--- src/rtl/compute_arbiter.sv ---
`default_nettype none
// ============================================================================
//  Module      : compute_arbiter
//  Description : Round-robin arbiter that shares one compute engine among
//                NUM_UNITS requesters. Requests are latched into a pending
//                register, served one at a time, and completed either by the
//                engine's done pulse or by a busy-cycle timeout.
//  Revision    : 1.0 - initial release
// ----------------------------------------------------------------------------
//  Ports
//    clk             : clock, all logic on the rising edge
//    rst             : synchronous active-high reset
//    compute_request : per-unit single-cycle request pulse
//    compute_ready   : per-unit "a request will be accepted"
//    compute_done    : per-unit single-cycle completion pulse
//    eng_start       : single-cycle start pulse to the engine
//    eng_unit_id     : unit owning the engine (valid from eng_start to end of BUSY)
//    eng_done        : engine completion pulse
//    busy            : high whenever the arbiter is not idle
//    err_timeout     : sticky, engine failed to finish in time
//    err_overrun     : sticky, a request hit an already-pending unit
// ============================================================================
module compute_arbiter #(
  parameter int NUM_UNITS      = 4,
  parameter int TIMEOUT_CYCLES = 255
) (
  input  logic                 clk,
  input  logic                 rst,
  input  logic [NUM_UNITS-1:0] compute_request,
  output logic [NUM_UNITS-1:0] compute_ready,
  output logic [NUM_UNITS-1:0] compute_done,
  output logic                 eng_start,
  output logic [1:0]           eng_unit_id,
  input  logic                 eng_done,
  output logic                 busy,
  output logic                 err_timeout,
  output logic                 err_overrun
);

  typedef enum logic [1:0] {
    ST_IDLE = 2'd0,
    ST_BUSY = 2'd1,
    ST_DONE = 2'd2
  } state_t;

  state_t               state_q, state_d;
  logic [NUM_UNITS-1:0] pending_q, pending_d;
  logic [1:0]           last_grant_q, last_grant_d;
  logic [1:0]           unit_id_q, unit_id_d;
  logic [7:0]           cnt_q, cnt_d;
  logic                 err_timeout_q, err_timeout_d;
  logic                 err_overrun_q, err_overrun_d;

  logic [1:0]           sel_w;
  logic                 sel_valid_w;
  logic                 start_w;
  logic [NUM_UNITS-1:0] done_vec_w;

  // Round-robin pick: scan from last_grant+1 upward, wrapping to 0, and take
  // the first pending unit found.
  always_comb begin : p_rr
    logic [1:0] idx;
    idx         = '0;
    sel_w       = '0;
    sel_valid_w = 1'b0;
    for (int k = 1; k <= NUM_UNITS; k++) begin
      idx = 2'((int'(last_grant_q) + k) % NUM_UNITS);
      if (!sel_valid_w && pending_q[idx]) begin
        sel_valid_w = 1'b1;
        sel_w       = idx;
      end
    end
  end

  assign start_w = (state_q == ST_IDLE) && sel_valid_w;

  // One-hot of the owning unit during DONE; doubles as the pending clear mask.
  always_comb begin
    done_vec_w = '0;
    for (int i = 0; i < NUM_UNITS; i++) begin
      done_vec_w[i] = (state_q == ST_DONE) && (unit_id_q == 2'(i));
    end
  end

  always_comb begin
    state_d       = state_q;
    pending_d     = pending_q;
    last_grant_d  = last_grant_q;
    unit_id_d     = unit_id_q;
    cnt_d         = cnt_q;
    err_timeout_d = err_timeout_q;
    err_overrun_d = err_overrun_q;

    case (state_q)
      ST_IDLE: begin
        if (sel_valid_w) begin
          unit_id_d = sel_w;
          cnt_d     = '0;
          state_d   = ST_BUSY;
        end
      end
      ST_BUSY: begin
        cnt_d = cnt_q + 8'd1;
        // A done arriving on the timeout cycle is a normal completion.
        if (eng_done) begin
          state_d = ST_DONE;
        end else if (cnt_q == 8'(TIMEOUT_CYCLES)) begin
          err_timeout_d = 1'b1;
          state_d       = ST_DONE;
        end
      end
      ST_DONE: begin
        pending_d    = pending_q & ~done_vec_w;
        last_grant_d = unit_id_q;
        state_d      = ST_IDLE;
      end
      default: state_d = ST_IDLE;
    endcase

    // Request handling after the clear so a new request for the unit being
    // completed re-arms it instead of counting as an overrun.
    for (int i = 0; i < NUM_UNITS; i++) begin
      if (compute_request[i]) begin
        if (pending_q[i] && !done_vec_w[i]) begin
          err_overrun_d = 1'b1;
        end else begin
          pending_d[i] = 1'b1;
        end
      end
    end
  end

  always_ff @(posedge clk) begin
    if (rst) begin
      state_q       <= ST_IDLE;
      pending_q     <= '0;
      last_grant_q  <= 2'(NUM_UNITS - 1);
      unit_id_q     <= '0;
      cnt_q         <= '0;
      err_timeout_q <= 1'b0;
      err_overrun_q <= 1'b0;
    end else begin
      state_q       <= state_d;
      pending_q     <= pending_d;
      last_grant_q  <= last_grant_d;
      unit_id_q     <= unit_id_d;
      cnt_q         <= cnt_d;
      err_timeout_q <= err_timeout_d;
      err_overrun_q <= err_overrun_d;
    end
  end

  assign compute_ready = (state_q == ST_IDLE) ? ~pending_q : '0;
  assign compute_done  = done_vec_w;
  assign eng_start     = start_w;
  // During the start cycle the selection is not registered yet, so forward it.
  assign eng_unit_id   = start_w ? sel_w : unit_id_q;
  assign busy          = (state_q != ST_IDLE);
  assign err_timeout   = err_timeout_q;
  assign err_overrun   = err_overrun_q;

endmodule
`default_nettype wire

--- config.mk ---
export PLATFORM = sky130hd
export DESIGN_NAME = compute_arbiter
export DESIGN_NICKNAME = d
export VERILOG_FILES = /design/src/rtl/compute_arbiter.sv
export SDC_FILE = /design/constraint.sdc
export NUM_CORES = 1
export LEC_CHECK = 0
export ABC_AREA = 0
export CAP_MARGIN = 20
export CORE_UTILIZATION = 35
export CTS_CLUSTER_SIZE = 28
export DETAILED_ROUTE_END_ITERATION = 16
export GPL_TIMING_DRIVEN = 0
export PLACE_DENSITY = 0.58
export REMOVE_ABC_BUFFERS = 1
export SETUP_SLACK_MARGIN = 0.02
export SLEW_MARGIN = 20
export SYNTH_ARGS = -nofsm -noshare
export SYNTH_HDL_FRONTEND = slang
export SYNTH_SLANG_ARGS = --single-unit
--- constraint.sdc ---
create_clock -name clk -period 3.1 [get_ports clk]
set_input_delay 0.62 -clock clk [delete_from_list [all_inputs] [get_ports clk]]
set_output_delay 0.62 -clock clk [all_outputs]
set_load 0.02 [all_outputs]
After elaboration in Yosys (flattened, before gate mapping):

Index checks and enable logic that the tools add are counted.

* add/subtract/negate cells: 5
* magnitude comparators: 4
* equal/unequal tests: 8
* mux-type cells: 41
* bitwise logic cells: 4
* reductions and logical operators: 27

Operator list (count)
* 1-bit two-way mux: 24
* 2-bit two-way mux: 8
* 8-bit one-hot mux with 2 select lines: 1
* 1-bit logical AND: 12
* 2-bit by 3-bit less-than comparator with 1-bit output, second input constant: 4
* 8-bit by 1-bit adder with 8-bit output, second input constant: 1
* 1-bit binary-select mux with 2-bit select: 4
* 8-bit equality test, second input constant: 1
* 4-bit two-way mux: 2
* 8-bit two-way mux: 1
* 4-bit inverter: 2
* 1-bit logical NOT: 7
* 2-bit equality test, second input constant: 3
* 2-bit AND reduction: 3
* 2-bit by 1-bit adder with 2-bit output, second input constant: 2
* 2-bit adder, second input constant: 2
* 4-bit AND: 1
* 2-bit by 1-bit equality test with 1-bit output, second input constant: 2
* 2-bit logical NOT: 2
* 2-bit one-hot mux with 2 select lines: 1
* 2-bit nonzero test: 2
* 3-bit != test, second input constant: 1
* 3-bit AND reduction: 1
* 2-bit != test, second input constant: 1
* 1-bit inverter: 1

* register bits after elaboration: 20
* input port bits: 7
* output and inout port bits: 14
* logic and storage cells: 96

Logic depth before layout (Yosys ltp):

Gate-level depths: netlist of run 1.

* depth after elaboration: 15
* gate-level depth with buffers: 7
* gate-level depth less buffers: 5

Worst setup path after synthesis of run 1:

No wires, ideal clock.

* kind: reg2out
* start: register state_q[1]
* end: output port eng_unit_id[0]
* arrival time: 1.616 ns
* required time: 2.480 ns
* setup slack: 0.864 ns
* stages on the path, launching flop included: 7
* path buffers: 2
* cell sequence: dfxtp_1 buf_2 or2_1 buf_2 nor2_2 nor2_1 a31oi_1

* longest elaborated chain between the ends: 3

RTL lines
* from (decl): RTL line 46 `state_t state_q, state_d;`
* from (signal assigned): RTL line 143 `state_q <= state_d;`
* 2-bit logical NOT: RTL line 75 `assign start_w = (state_q == ST_IDLE) && sel_valid_w;`
* 1-bit logical AND: RTL line 75
* named net eng_start: RTL line 32 `output logic eng_start,`
* 2-bit two-way mux: RTL line 157 `assign eng_unit_id = start_w ? sel_w : unit_id_q;`
* to (decl): RTL line 33 `output logic [1:0] eng_unit_id,`

The timed path passes the listed nets, and every way through them passes these cells.

Worst setup path after layout of run 1:

* start: register state_q[1]
* end: output port eng_unit_id[1]

* longest elaborated chain between the ends: 3

RTL lines (RTL line)
* 2-bit logical NOT: 75
* 1-bit logical AND: 75
* 2-bit two-way mux: 157

No other way between the ends.

==> run metrics, run 1 <==
outcome=completed; post-place instance area=~1200 µm²; hold path start=err_timeout$_SDFFE_PP0P_; post-synth cell types=38; diode count=0; Vias=922; total negative slack=0 ps; DRT Wirelength=between 2000 and 2500 µm; Core Footprint=2730 µm²; Detail Placement HPWL=1560 µm; Critical Path, Cell by Cell=or2_1, o41ai_2, clkdlybuf4s50_1; CTS tree=done; I/O pin count=21; RR Startpoint=pending_q[2]$_SDFF_PP0_; Syn Inst Count=124; register area=between 400 and 500 µm²; crit path kind=flop to primary output; Pre-antenna DRT Iters=4; Commonest cells post-synth=nor2_1, dfxtp_1, a21oi_1, inv_1, buf_2; crit path DAT=2240 ps; top cell type's share of synthesized area=0.400; CTS sink count=20; Fillers=280; synth warn=0; WP data required=~2500 ps; clk root buf=clkbuf_4; f_max=350 MHz; Worst-Margin Slew=about 520 ps; fin crit share=0.922; Synth Cell Area=1000 µm²; Mapped Avg Cell Area=8.07 µm²; Skew-Pair Late Insertion Delay=300 ps; Hold WC Path Type=flop to flop; CP delay by family, top=buffers and inverters; Hold WS=487 ps; post-synthesis sequential area ratio=0.400; Multi-input gate area=537 µm²; RSZ-0062 raised after global routing=no; post-CTS sizing=0; Synth-to-Final Area Change=24.1%; CP max FO=10; Max-slew headroom=0.649; CP peak stage delay=670 ps; reg2reg setup slack=1450 ps; CTS Buffer Depth=2; EDFF count, synth=0; worst clock skew=roughly 3 ps; gr ovfl total=0; Setup WS post-layout=242 ps; die area=3080 µm²; clock-pin slew on the worst setup and hold paths=120 ps; slowest library cell on the worst path=clkdlybuf4s50_1; Placer Congestion=around 0.72; CTS hold repair buffers=0; Primary FF master, synth=dfxtp_1; crit path launch=state_q[1]$_SDFFE_PP0P_; vias in the first global route=853; Slew Limit Fails=0; CP Capture Type=primary output; postcts setup bufs=0; # DRC=0; final net count=150; final hold vios=0; Synth Register Bits=20; Max Cap Violations=0; largest net degree at the start of global routing=16; vias per cell=around 5.4; port bufs=20; initial antenna violation count=0; PwrDens=approximately 470 nW/µm²; first-pass GRT wire length=3820 µm; Starting Density=0.366; most numerous cell in the Yosys netlist=nor2_1; Iter 0 DRT Violations=34; crit path launch type=flop; post-route minimum period=2860 ps; DR WL/cell=about 13 µm; Die Ht=55.5 µm; share of layout cells above drive strength 1=0.0496; antenna-violating nets left=0; fin area=roughly 1200 µm²; Site Rows=19; ranking of synthesized cells by area=dfxtp_1, nor2_1, a21oi_1, buf_2, inv_1; depth of the CTS H-tree=1; Pleak=0.460 nW; CTS buffer count=3; Placement Setup Slack=580 ps; Die Wd=55.5 µm; VDD IR max=0.000249 V; Buf/Inv on CP=1; Yosys top cell by area=dfxtp_1; # setup viols final=0; asr flop ratio synth=0; Total GRT Usage=0.155
## worst min-delay path, stage by stage (launching register included)
cell	delay, ps
dfxtp_1	350
a21oi_1	40
nor2_1	70
## logic make-up after synthesis
group / after synthesis / share of synthesized area
adders and majority gates: 1 / 0.0125
xor gates and xnor gates: 4 / 0.0350
buffers and inverters: 15 / 0.0637
DFF: 20 / 0.400
and+or+nand+nor: 52 / 0.269
AOI/OAI and AO/OA: 32 / 0.220
## state kept, by name (all words and copies together) (netlist names)
| signal | count |
|---|---|
| last_grant_q | 2 |
| state_q | 2 |
| unit_id_q | 2 |
| err_timeout | 1 |
| cnt_q | 8 |
| err_overrun | 1 |
| pending_q | 4 |
## final cells by class
class / instances / share of cell area
multi-input cells: 89 / 0.432
flip-flops and latches: 20 / 0.322
repair buffers: 20 / 0.161
well taps: 31 / 0.0312
clock buffers: 4 / 0.0292
inverters: 8 / 0.0242
## power breakdown
group	switching (W)	internal, W
clock	0.0000850	0.0000717
sequential	0.0000239	0.000271
combinational	0.0000721	0.0000664
total	0.000181	0.000409
## routing by layer
metal | vias to the layer above | GRT usage | wire, µm
li1 | 478 | - | -
met1 | 422 | 0.213 | 1170
met2 | 18 | 0.239 | 924
met3 | 4 | 0.0258 | 81
met4 | 0 | 0.0643 | 36
met5 | - | 0 | 0
## final timing paths
check,to,depth (start not counted)
min,err_timeout$_SDFFE_PP0P_,2
max,eng_unit_id[1],3
min reg2reg,err_timeout$_SDFFE_PP0P_,2
max reg2reg,cnt_q[5]$_SDFFE_PP0P_,4
## through the flow
| stage | cells | total power (W) | utilization |
|---|---|---|---|
| global placement | 168 | 0.000438 | 0.441 |
| detailed placement | 168 | 0.000439 | 0.441 |
| finish | 172 | 0.000590 | 0.454 |
| global route | 172 | 0.000620 | 0.454 |
| CTS | 172 | 0.000594 | 0.454 |
| floorplan | 117 | 0.000374 | - |
## placed cells by master, fill, tap and decap left out, drive strengths merged, types with 2 or more instances in the layout
cell / instances
clkbuf: 4
nand2b: 3
a31oi: 3
o211ai: 2
nand2: 5
o21ai: 6
a32oi: 2
or2: 2
nor2: 24
dfxtp: 20
inv: 8
a21oi: 9
xor2: 2
nor3: 2
or3: 3
clkdlybuf4s50: 20
nand3: 5
xnor2: 2
a211o: 2
No activity file was read; power rests on OpenSTA's default activity.
==> run 2: changes to the inputs <==
--- a/config.mk
+++ b/config.mk
@@ -8,7 +8,7 @@
 export ABC_AREA = 0
 export CAP_MARGIN = 20
 export CORE_UTILIZATION = 35
-export CTS_CLUSTER_SIZE = 28
+export CTS_CLUSTER_SIZE = 20
 export DETAILED_ROUTE_END_ITERATION = 16
 export GPL_TIMING_DRIVEN = 0
 export PLACE_DENSITY = 0.58
==> results of run 2 <==
Final layout, timing and power as in run 1 (identical DEF).
==> run 3: changes to the inputs <==
--- a/config.mk
+++ b/config.mk
@@ -7,14 +7,17 @@
 export LEC_CHECK = 0
 export ABC_AREA = 0
 export CAP_MARGIN = 20
+export CELL_PAD_IN_SITES_DETAIL_PLACEMENT = 1
+export CELL_PAD_IN_SITES_GLOBAL_PLACEMENT = 1
 export CORE_UTILIZATION = 35
 export CTS_CLUSTER_SIZE = 20
 export DETAILED_ROUTE_END_ITERATION = 16
 export GPL_TIMING_DRIVEN = 0
-export PLACE_DENSITY = 0.58
+export PLACE_DENSITY = 0.75
 export REMOVE_ABC_BUFFERS = 1
 export SETUP_SLACK_MARGIN = 0.02
 export SLEW_MARGIN = 20
 export SYNTH_ARGS = -nofsm -noshare
 export SYNTH_HDL_FRONTEND = slang
 export SYNTH_SLANG_ARGS = --single-unit
+export TNS_END_PERCENT = 20
==> run 3 against run 2 <==
Compared with the run above:
- global-route usage rose by 2.3 points
- combinational power barely moved
- highest routed layer unchanged
- sequential power barely moved
- clock power barely moved
==> run metrics, run 3 (synthesis gave the netlist of run 1 again) <==
outcome=completed; port bufs=20 (unchanged); largest registers=cnt_q (8), pending_q (4); Vias=957 (+3.8%); Site Rows=19 (unchanged); Total GRT Usage=0.178 (+0.0234); depth of the CTS H-tree=1 (unchanged); Pleak=0.460 nW (unchanged); # DRC=0 (unchanged); DR WL/cell=15.0 µm (+17%); Max-slew headroom=0.626 (-0.0226); Iter 0 DRT Violations=16 (-53%); share of layout cells above drive strength 1=0.0496 (unchanged); # setup viols final=0 (unchanged); fin area=1240 µm² (unchanged); gr ovfl total=0 (unchanged); crit path kind=flop to primary output; Die Wd=55.5 µm (unchanged); Worst-Margin Slew=559 ps (+33.8 ps); total negative slack=0 ps (unchanged); VDD IR max=0.000236 V (-5.1%); hold path start=err_timeout$_SDFFE_PP0P_; clk root buf=clkbuf_4; postcts setup bufs=0 (unchanged); die area=3080 µm² (unchanged); post-route minimum period=2880 ps (+21.4 ps); Worst Reg-to-Reg Cells=4 (unchanged); Core Footprint=2730 µm² (unchanged); slowest library cell on the worst path=clkdlybuf4s50_1; Hold WC Path Type=flop to flop; RR Startpoint=pending_q[2]$_SDFF_PP0_; Detail Placement HPWL=1920 µm (+23%); DP Cell Count=168 (unchanged); Skew-Pair Late Insertion Delay=310 ps (about the same); Critical Path, Cell by Cell=or2_1, o41ai_2, clkdlybuf4s50_1; DRT Wirelength=2590 µm (+17%); initial antenna violation count=0 (unchanged); CTS sink count=20 (unchanged); CTS Buffer Depth=2 (unchanged); crit path DAT=2260 ps (+20 ps); crit path launch type=flop; antenna-violating nets left=0 (unchanged); CTS hold repair buffers=0 (unchanged); fin util=0.454 (unchanged); reg2reg setup slack=1460 ps (about the same); first-pass GRT wire length=4480 µm (+17%); Hold Path Sink=err_timeout$_SDFFE_PP0P_; CTS buffer count=3 (unchanged); Finished Layout Cells=172 (unchanged); Max Cap Violations=0 (unchanged); vias per cell=5.56 (+3.8%); commonest non-fill, non-tap cell in the layout=nor2_1; CP peak stage delay=680 ps (about the same); post-CTS sizing=0 (unchanged); worst clock skew=14.0 ps (+11.0 ps); final net count=150 (unchanged); Slew Limit Fails=0 (unchanged); WP data required=2480 ps (about the same); CTS tree=done; CP Capture Type=primary output; Top reg by flops=cnt_q; RSZ-0062 raised after global routing=no; most frequent cells in the layout=nor2_1, dfxtp_1, clkdlybuf4s50_1; final hold vios=0 (unchanged); Placer Congestion=0.713 (-1.4%); PwrDens=476 nW/µm² (+0.33%); fin crit share=0.929 (+0.00690); largest net degree at the start of global routing=16 (unchanged); Starting Density=0.366 (unchanged); vias in the first global route=988 (+16%); Die Ht=55.5 µm (unchanged); I/O pin count=21 (unchanged); f_max=347 MHz (-0.74%); RR Endpoint=cnt_q[7]$_SDFFE_PP0P_; CP max FO=10 (unchanged); max reg flops=8 (unchanged); clock-pin slew on the worst setup and hold paths=130 ps (about the same); Pre-antenna DRT Iters=3 (-1); Hold Path Stages=2 (unchanged); post-place instance area=1210 µm² (unchanged); diode count=0 (unchanged); Synth-to-Final Area Change=24.1% (unchanged)
[run 3: worst max path at each step]
stage | slack [ps] | from | endpoint
global placement | 610 | state_q[1]$_SDFFE_PP0P_ | eng_unit_id[1]
CTS | 220 | state_q[1]$_SDFFE_PP0P_ | eng_unit_id[1]
floorplan | 900 | state_q[1]$_SDFFE_PP0P_ | eng_unit_id[0]
finish | 220 | state_q[1]$_SDFFE_PP0P_ | eng_unit_id[1]
detailed placement | 580 | state_q[1]$_SDFFE_PP0P_ | eng_unit_id[1]
global route | 90 | state_q[1]$_SDFFE_PP0P_ | eng_unit_id[0]
[run 3: critical path, delay by kind of cell (launching register included)]
family	cells	cell delay, ps
DFF	1	430
and+or+nand+nor	1	400
AOI/OAI and AO/OA	1	440
buffers and inverters	1	680
[run 3: per-stage QoR]
| stage | setup WS (ps) | hold slack [ps] | power [W] |
|---|---|---|---|
| 2_1_floorplan | 902 | 458 | 0.000374 |
| 3_3_place_gp | 612 | 459 | 0.000438 |
| 5_1_grt | 86.5 | 542 | 0.000624 |
| 6_report | 221 | 505 | 0.000592 |
| 3_5_place_dp | 585 | 489 | 0.000443 |
| 4_1_cts | 216 | 516 | 0.000600 |
[run 3: cell type report]
| type | instances | area [µm²] |
|---|---|---|
| well taps | 31 | 38.8 |
| repair buffers | 20 | 200 |
| inverters | 8 | 30.0 |
| multi-input cells | 89 | 537 |
| clock buffers | 4 | 36.3 |
| fillers | 339 | 1490 |
| flip-flops and latches | 20 | 400 |
[run 3: report_power, final]
part,internal [W],total (W),switching [W]
logic,0.0000665,0.000141,0.0000747
registers,0.000271,0.000295,0.0000243
clock network,0.0000717,0.000156,0.0000839
total,0.000409,0.000592,0.000183
[run 3: metal layers]
layer	GRT usage	vias up	wire [µm]
li1	-	469	-
met1	0.239	472	1230
met5	0	-	0
met4	0.0429	0	8
met2	0.301	14	1280
met3	0.0258	2	72
==> edit 1: new RTL, config.mk and constraints of run 1 <==
Make the reset (`rst`) asynchronous in one clocked block. Comments in the files are not updated.
--- a/src/rtl/compute_arbiter.sv
+++ b/src/rtl/compute_arbiter.sv
@@ -132,3 +132,3 @@
 
-  always_ff @(posedge clk) begin
+  always_ff @(posedge clk or posedge rst) begin
     if (rst) begin
Function: differs if rst is asserted again (counterexample within 4 cycles, from zero or initial values and one cycle with rst high); with rst held inactive, the same outputs for 10 cycles.
==> edit 1 against run 1 <==
- count of clock-buffer cells in the layout did not move
- critical path depth rose by 2
- cell area rose by 5.8%
- critical path type unchanged
- wire length rose by 2.4%
- area after synthesis rose by 5.1%
- setup slack got worse by 0.038 ns
- sequential cell count did not move
Power is not compared: it rests on default switching activity, and its combinational part moved more than twofold at a synthesized area within 25%.
==> edit 1: results (changes against run 1) <==
set qor(synth_sequential_area_ratio) 0.478 ;# was 0.400
set qor(antenna_cells) 0 ;# unchanged
set qor(htreeDepth) 1 ;# unchanged
set qor(detail_route.vias_per_cell) 5.56 ;# was 5.36
set qor(grt_max_degree) 21 ;# was 16
set qor(synth_area_leaders) {dfrtp_1 43%, dfstp_2 5.0%, nand2b_1 4.2%} ;# was dfxtp_1 40%, nor2_1 8.6%, a21oi_1 4.5%
set qor(filler_cell_count) 289 ;# was 280
set qor(drt-initial-drc-count) 21 ;# was 34
set qor(grt_pass1_wl_microns) 3860 ;# was 3820 microns
set qor(outcome) {finished, final reports clean} ;# unchanged
set qor(power.static_leakage_nw) 0.520
set qor(preCtsSetupSlack_ns) 0.377 ;# was 0.580 ns
set qor(worst-path-max-fanout) 10 ;# unchanged
set qor(postSynth.asyncResetShare) 1.00 ;# was 0
set qor(r2r.worst_path.cells) 3 ;# was 4
set qor(layout-drive-gt1-share) 0.118 ;# was 0.0496
set qor(worst_slew_margin_rel) 0.494 ;# was 0.649
set qor(worst_hold_path_type) {reg2reg} ;# unchanged
set qor(worstPathArrival_ns) 2.28 ;# was 2.24 ns
set qor(groute.layer.met2.usage) 0.255 ;# was 0.239
set qor(final_nets) 136 ;# was 150
set qor(synth_ff_type) {dfrtp_1} ;# was dfxtp_1
set qor(drt-total-wl_microns) 2260 ;# was 2210 microns
set qor(synth.top_cells.by_count) {18 x dfrtp_1, 10 x nor2_1, 7 x nand2b_1, 6 x inv_1, 6 x o21ai_0} ;# was 23 x nor2_1, 20 x dfxtp_1, 9 x a21oi_1, 8 x inv_1, 6 x buf_2
set qor(hold-path-cell-count) 1 ;# was 2
set qor(clock-skew-final_ns) 0.00350 ;# was 0.00299 ns
set qor(routability_congestion) 0.762 ;# was 0.723
set qor(yosysUniqueCellTypes) 40 ;# was 38
set qor(use_met3) 0.0207 ;# was 0.0258
set qor(antenna_found_initial) 0 ;# unchanged
set qor(globalRouteTotalUtil) 0.155 ;# about the same
set qor(clockBufferDepth) 2 ;# unchanged
set qor(gr-usage-met1) 0.206 ;# was 0.213
set qor(number_of_buffers_added_by_the_clock_tree_synthesis_step) 3 ;# unchanged
set qor(reg.largest.list) {cnt_q (8), pending_q (4)} ;# unchanged
set qor(number_of_global_route_vias_before_repair) 801 ;# was 853
set qor(half_perimeter_wire_length_after_placement_microns) 1630 ;# was 1560 microns
-- edit 1: area by class of cell --
class | instances | share of cell area
timing repair buffer | 20 | 0.152
multi-input combinational | 76 | 0.396
sequential | 20 | 0.382
inverter | 7 | 0.0200
tap | 31 | 0.0295
clock buffer | 4 | 0.0200
-- edit 1: where the power goes --
part | internal [W] | leakage [nW] | switching, W
clock | 0.0000501 | 0.0150 | 0.0000829
sequential | 0.000330 | 0.231 | 0.000103
combinational | 0.000201 | 0.275 | 0.000214
-- edit 1: worst paths after layout --
check                                      end        from  slack, ns
worst max-delay path            eng_unit_id[0]  state_q[0]       0.20
min in group asynchronous         pending_q[0]         rst       0.74
worst max register to register        cnt_q[5]  state_q[1]       1.52
worst min-delay path                  cnt_q[7]    cnt_q[7]       0.48
max in group asynchronous           state_q[1]         rst       1.89
worst min register to register        cnt_q[7]    cnt_q[7]       0.48
-- edit 1: cells by family after synthesis --
kind of cell | synth area share
flip-flops | 0.478
AND/OR/NAND/NOR | 0.215
adder cells (fa/ha/maj) | 0.0119
buffers and inverters | 0.0428
multiplexers | 0.0511
AO/OA/AOI/OAI | 0.201
-- edit 1: per-layer routing --
metal	wire length, microns	vias to the layer above
met5	0	-
met2	1120	13
met3	54	2
met4	12	0
met1	1070	429
li1	-	434
-- edit 1: worst max-delay path, cell delays in order, from the launching register on --
cell and delay [ns]:
dfrtp_1 0.49, nor2_1 0.20, inv_2 0.13, nor2_2 0.31, o32a_1 0.24, clkdlybuf4s50_1 0.60
-- edit 1: stage by stage --
step | total power, W | hold WS, ns | instances | area, sq um
2_1_floorplan | 0.000676 | 0.442 | 103 | 1030
3_3_place_gp | 0.000836 | 0.460 | 154 | 1270
3_5_place_dp | 0.000843 | 0.473 | 154 | 1270
4_1_cts | 0.000980 | 0.490 | 158 | 1300
5_1_grt | 0.00105 | 0.523 | 158 | 1320
6_report | 0.000981 | 0.483 | 158 | 1320
-- edit 1: repair_timing --
| action | 4_1_cts | 5_1_grt |
|---|---|---|
| hold buffers | 0 | 0 |
| resized for setup | 0 | 3 |
| setup endpoints to repair | 0 | 2 |
==> edit 2: new RTL, config.mk and constraints of run 1 <==
Without the edit above. Change the parameter `NUM_UNITS` from 4 to 3.
--- a/src/rtl/compute_arbiter.sv
+++ b/src/rtl/compute_arbiter.sv
@@ -23,3 +23,3 @@
 module compute_arbiter #(
-  parameter int NUM_UNITS      = 4,
+  parameter int NUM_UNITS      = 3,
   parameter int TIMEOUT_CYCLES = 255
Ports: changed (resized compute_done, compute_ready and compute_request); port bits go from 21 to 18. No check against the original RTL was run, so the function may have changed too.
==> edit 2 against run 1 <==
- cell area rose by 14%
- global-route usage is 0.16 points lower
- utilization down 3.0 points
- sequential cell count shrank 1
- setup slack got worse by 0.070 ns
- total power increased by 7.6%
- wire length is 15% higher
- area after synthesis grew 22%
==> edit 2: results (changes against run 1) <==
set qor(outcome) {finished, final reports clean} ;# unchanged
set qor(rrSetupSlack_ns) 1.38 ;# was 1.45 ns
set qor(vdd.ir_drop.worst_uv) 171 ;# was 249 uV
set qor(reg.largest.list) {cnt_q (8), pending_q (3)} ;# was cnt_q (8), pending_q (4)
set qor(grt_max_degree) 23 ;# was 16
set qor(dp_cells) 206 ;# was 168
set qor(muxShareOfSynthArea) 0.0267 ;# was 0
set qor(area_fraction_in_compound_gates_after_synthesis) 0.299 ;# was 0.220
set qor(detail_route.vias_per_cell) 5.28 ;# was 5.36
set qor(tightest_slew_ns) 0.768 ;# was 0.525 ns
set qor(post_synth_xor_area_fraction) 0 ;# was 0.0350
set qor(post_synth.cell_area_avg_sq_um) 8.12 ;# was 8.07 sq um
set qor(cp-startpoint) {last_grant_q[0]} ;# was state_q[1]
set qor(synth_area_leaders) {dfxtp_1 31%, nor2_1 7.1%, a21oi_1 4.9%} ;# was dfxtp_1 40%, nor2_1 8.6%, a21oi_1 4.5%
set qor(crit_reg_reg_endpoint) {cnt_q[4]} ;# was cnt_q[5]
set qor(routability_congestion) 0.835 ;# was 0.723
set qor(p_sw_frac) 0.357 ;# was 0.307
set qor(synth_fa_ha_area_frac) 0.0411 ;# was 0.0125
set qor(dr_total_vias) 1108 ;# was 922
set qor(power.static_leakage_nw) 0.574 ;# was 0.460 nW
set qor(worst-path-max-fanout) 6 ;# was 10
set qor(drt-total-wl_microns) 2540 ;# was 2210 microns
set qor(final_nets) 175 ;# was 150
set qor(layout-drive-gt1-share) 0.104 ;# was 0.0496
set qor(cp-endpoint) {eng_start} ;# was eng_unit_id[1]
set qor(drt-initial-drc-count) 101 ;# was 34
set qor(synth_sequential_area_ratio) 0.312 ;# was 0.400
set qor(number_of_global_route_vias_before_repair) 945 ;# was 853
set qor(r2r.worst_path.cells) 5 ;# was 4
set qor(synth.top_cells.by_count) {23 x nor2_1, 19 x dfxtp_1, 12 x a21oi_1, 12 x nand2_1} ;# was 23 x nor2_1, 20 x dfxtp_1, 9 x a21oi_1, 8 x inv_1, 6 x buf_2
set qor(grt_pass1_wl_microns) 4240 ;# was 3820 microns
## edit 2: cell count changes in the layout (fill, tap and decap cells not counted), sizes merged, moves of 3 or more
| cell | before | now |
|---|---|---|
| nand2 | 5 | 12 |
| clkdlybuf4s50 | 20 | 15 |
| o2bb2ai | 0 | 5 |
| a211o | 2 | 5 |
| a21oi | 9 | 12 |
| ha | 1 | 4 |
## edit 2: logic make-up (layout without fill, tap and decap cells)
logic type / count (synthesis) / count (layout)
compound gates: 47 / 47
mux: 3 / 3
simple gates: 61 / 61
flops: 19 / 19
fa+ha+maj: 4 / 4
buf+inv: 16 / 30
## edit 2: power by group through the flow
stage	clock network, W	logic (W)	registers [W]
3_5_place_dp	0	0.000225	0.000300
2_1_floorplan	0	0.000142	0.000292
3_3_place_gp	0	0.000222	0.000299
4_1_cts	0.000132	0.000220	0.000294
6_report	0.000123	0.000218	0.000294
5_1_grt	0.000145	0.000238	0.000298
## edit 2: area by class of cell
type	count	area, sq um
timing repair buffer	17	168
inverter	9	38.8
tap	46	57.6
multi-input combinational	115	744
sequential	19	380
clock buffer	3	22.5
clock inverter	1	5.00
fill	364	1920
## edit 2: routing by layer
layer,part of all wire,GRT usage
met1,0.47,0.197
met2,0.48,0.265
met3,0.043,0.0256
met4,0.0051,0.0390
met5,0,0
## edit 2: how the worst min path moves through the flow
stage          cells after the start           to  slack [ns]
2_1_floorplan                      1     cnt_q[6]        0.48
3_3_place_gp                       2  err_timeout        0.46
3_5_place_dp                       2  err_timeout        0.47
4_1_cts                            2  err_timeout        0.50
5_1_grt                            2  err_timeout        0.53
6_report                           2  err_timeout        0.50
## edit 2: worst max-delay path: stages (launching register included)
cell and delay, ns:
dfxtp_1 0.37, inv_1 0.07, ha_1 0.25, a22o_2 0.28, a211oi_4 0.28, o21a_1 0.19, nor2_1 0.05, clkdlybuf4s50_1 0.53
## edit 2: metrics by stage
| step | area, sq um | setup slack, ns |
|---|---|---|
| global route | 1420 | 0.0280 |
| finish | 1420 | 0.172 |
| CTS | 1410 | 0.0722 |
| detailed placement | 1390 | 0.322 |
| floorplan | 1160 | 0.834 |
| global placement | 1390 | 0.309 |
## edit 2: timing repair
item,4_1_cts,5_1_grt
gates resized for setup,2,1
endpoints found under the hold margin,0,0
endpoints found under the setup margin,2,1
pin swaps,0,1
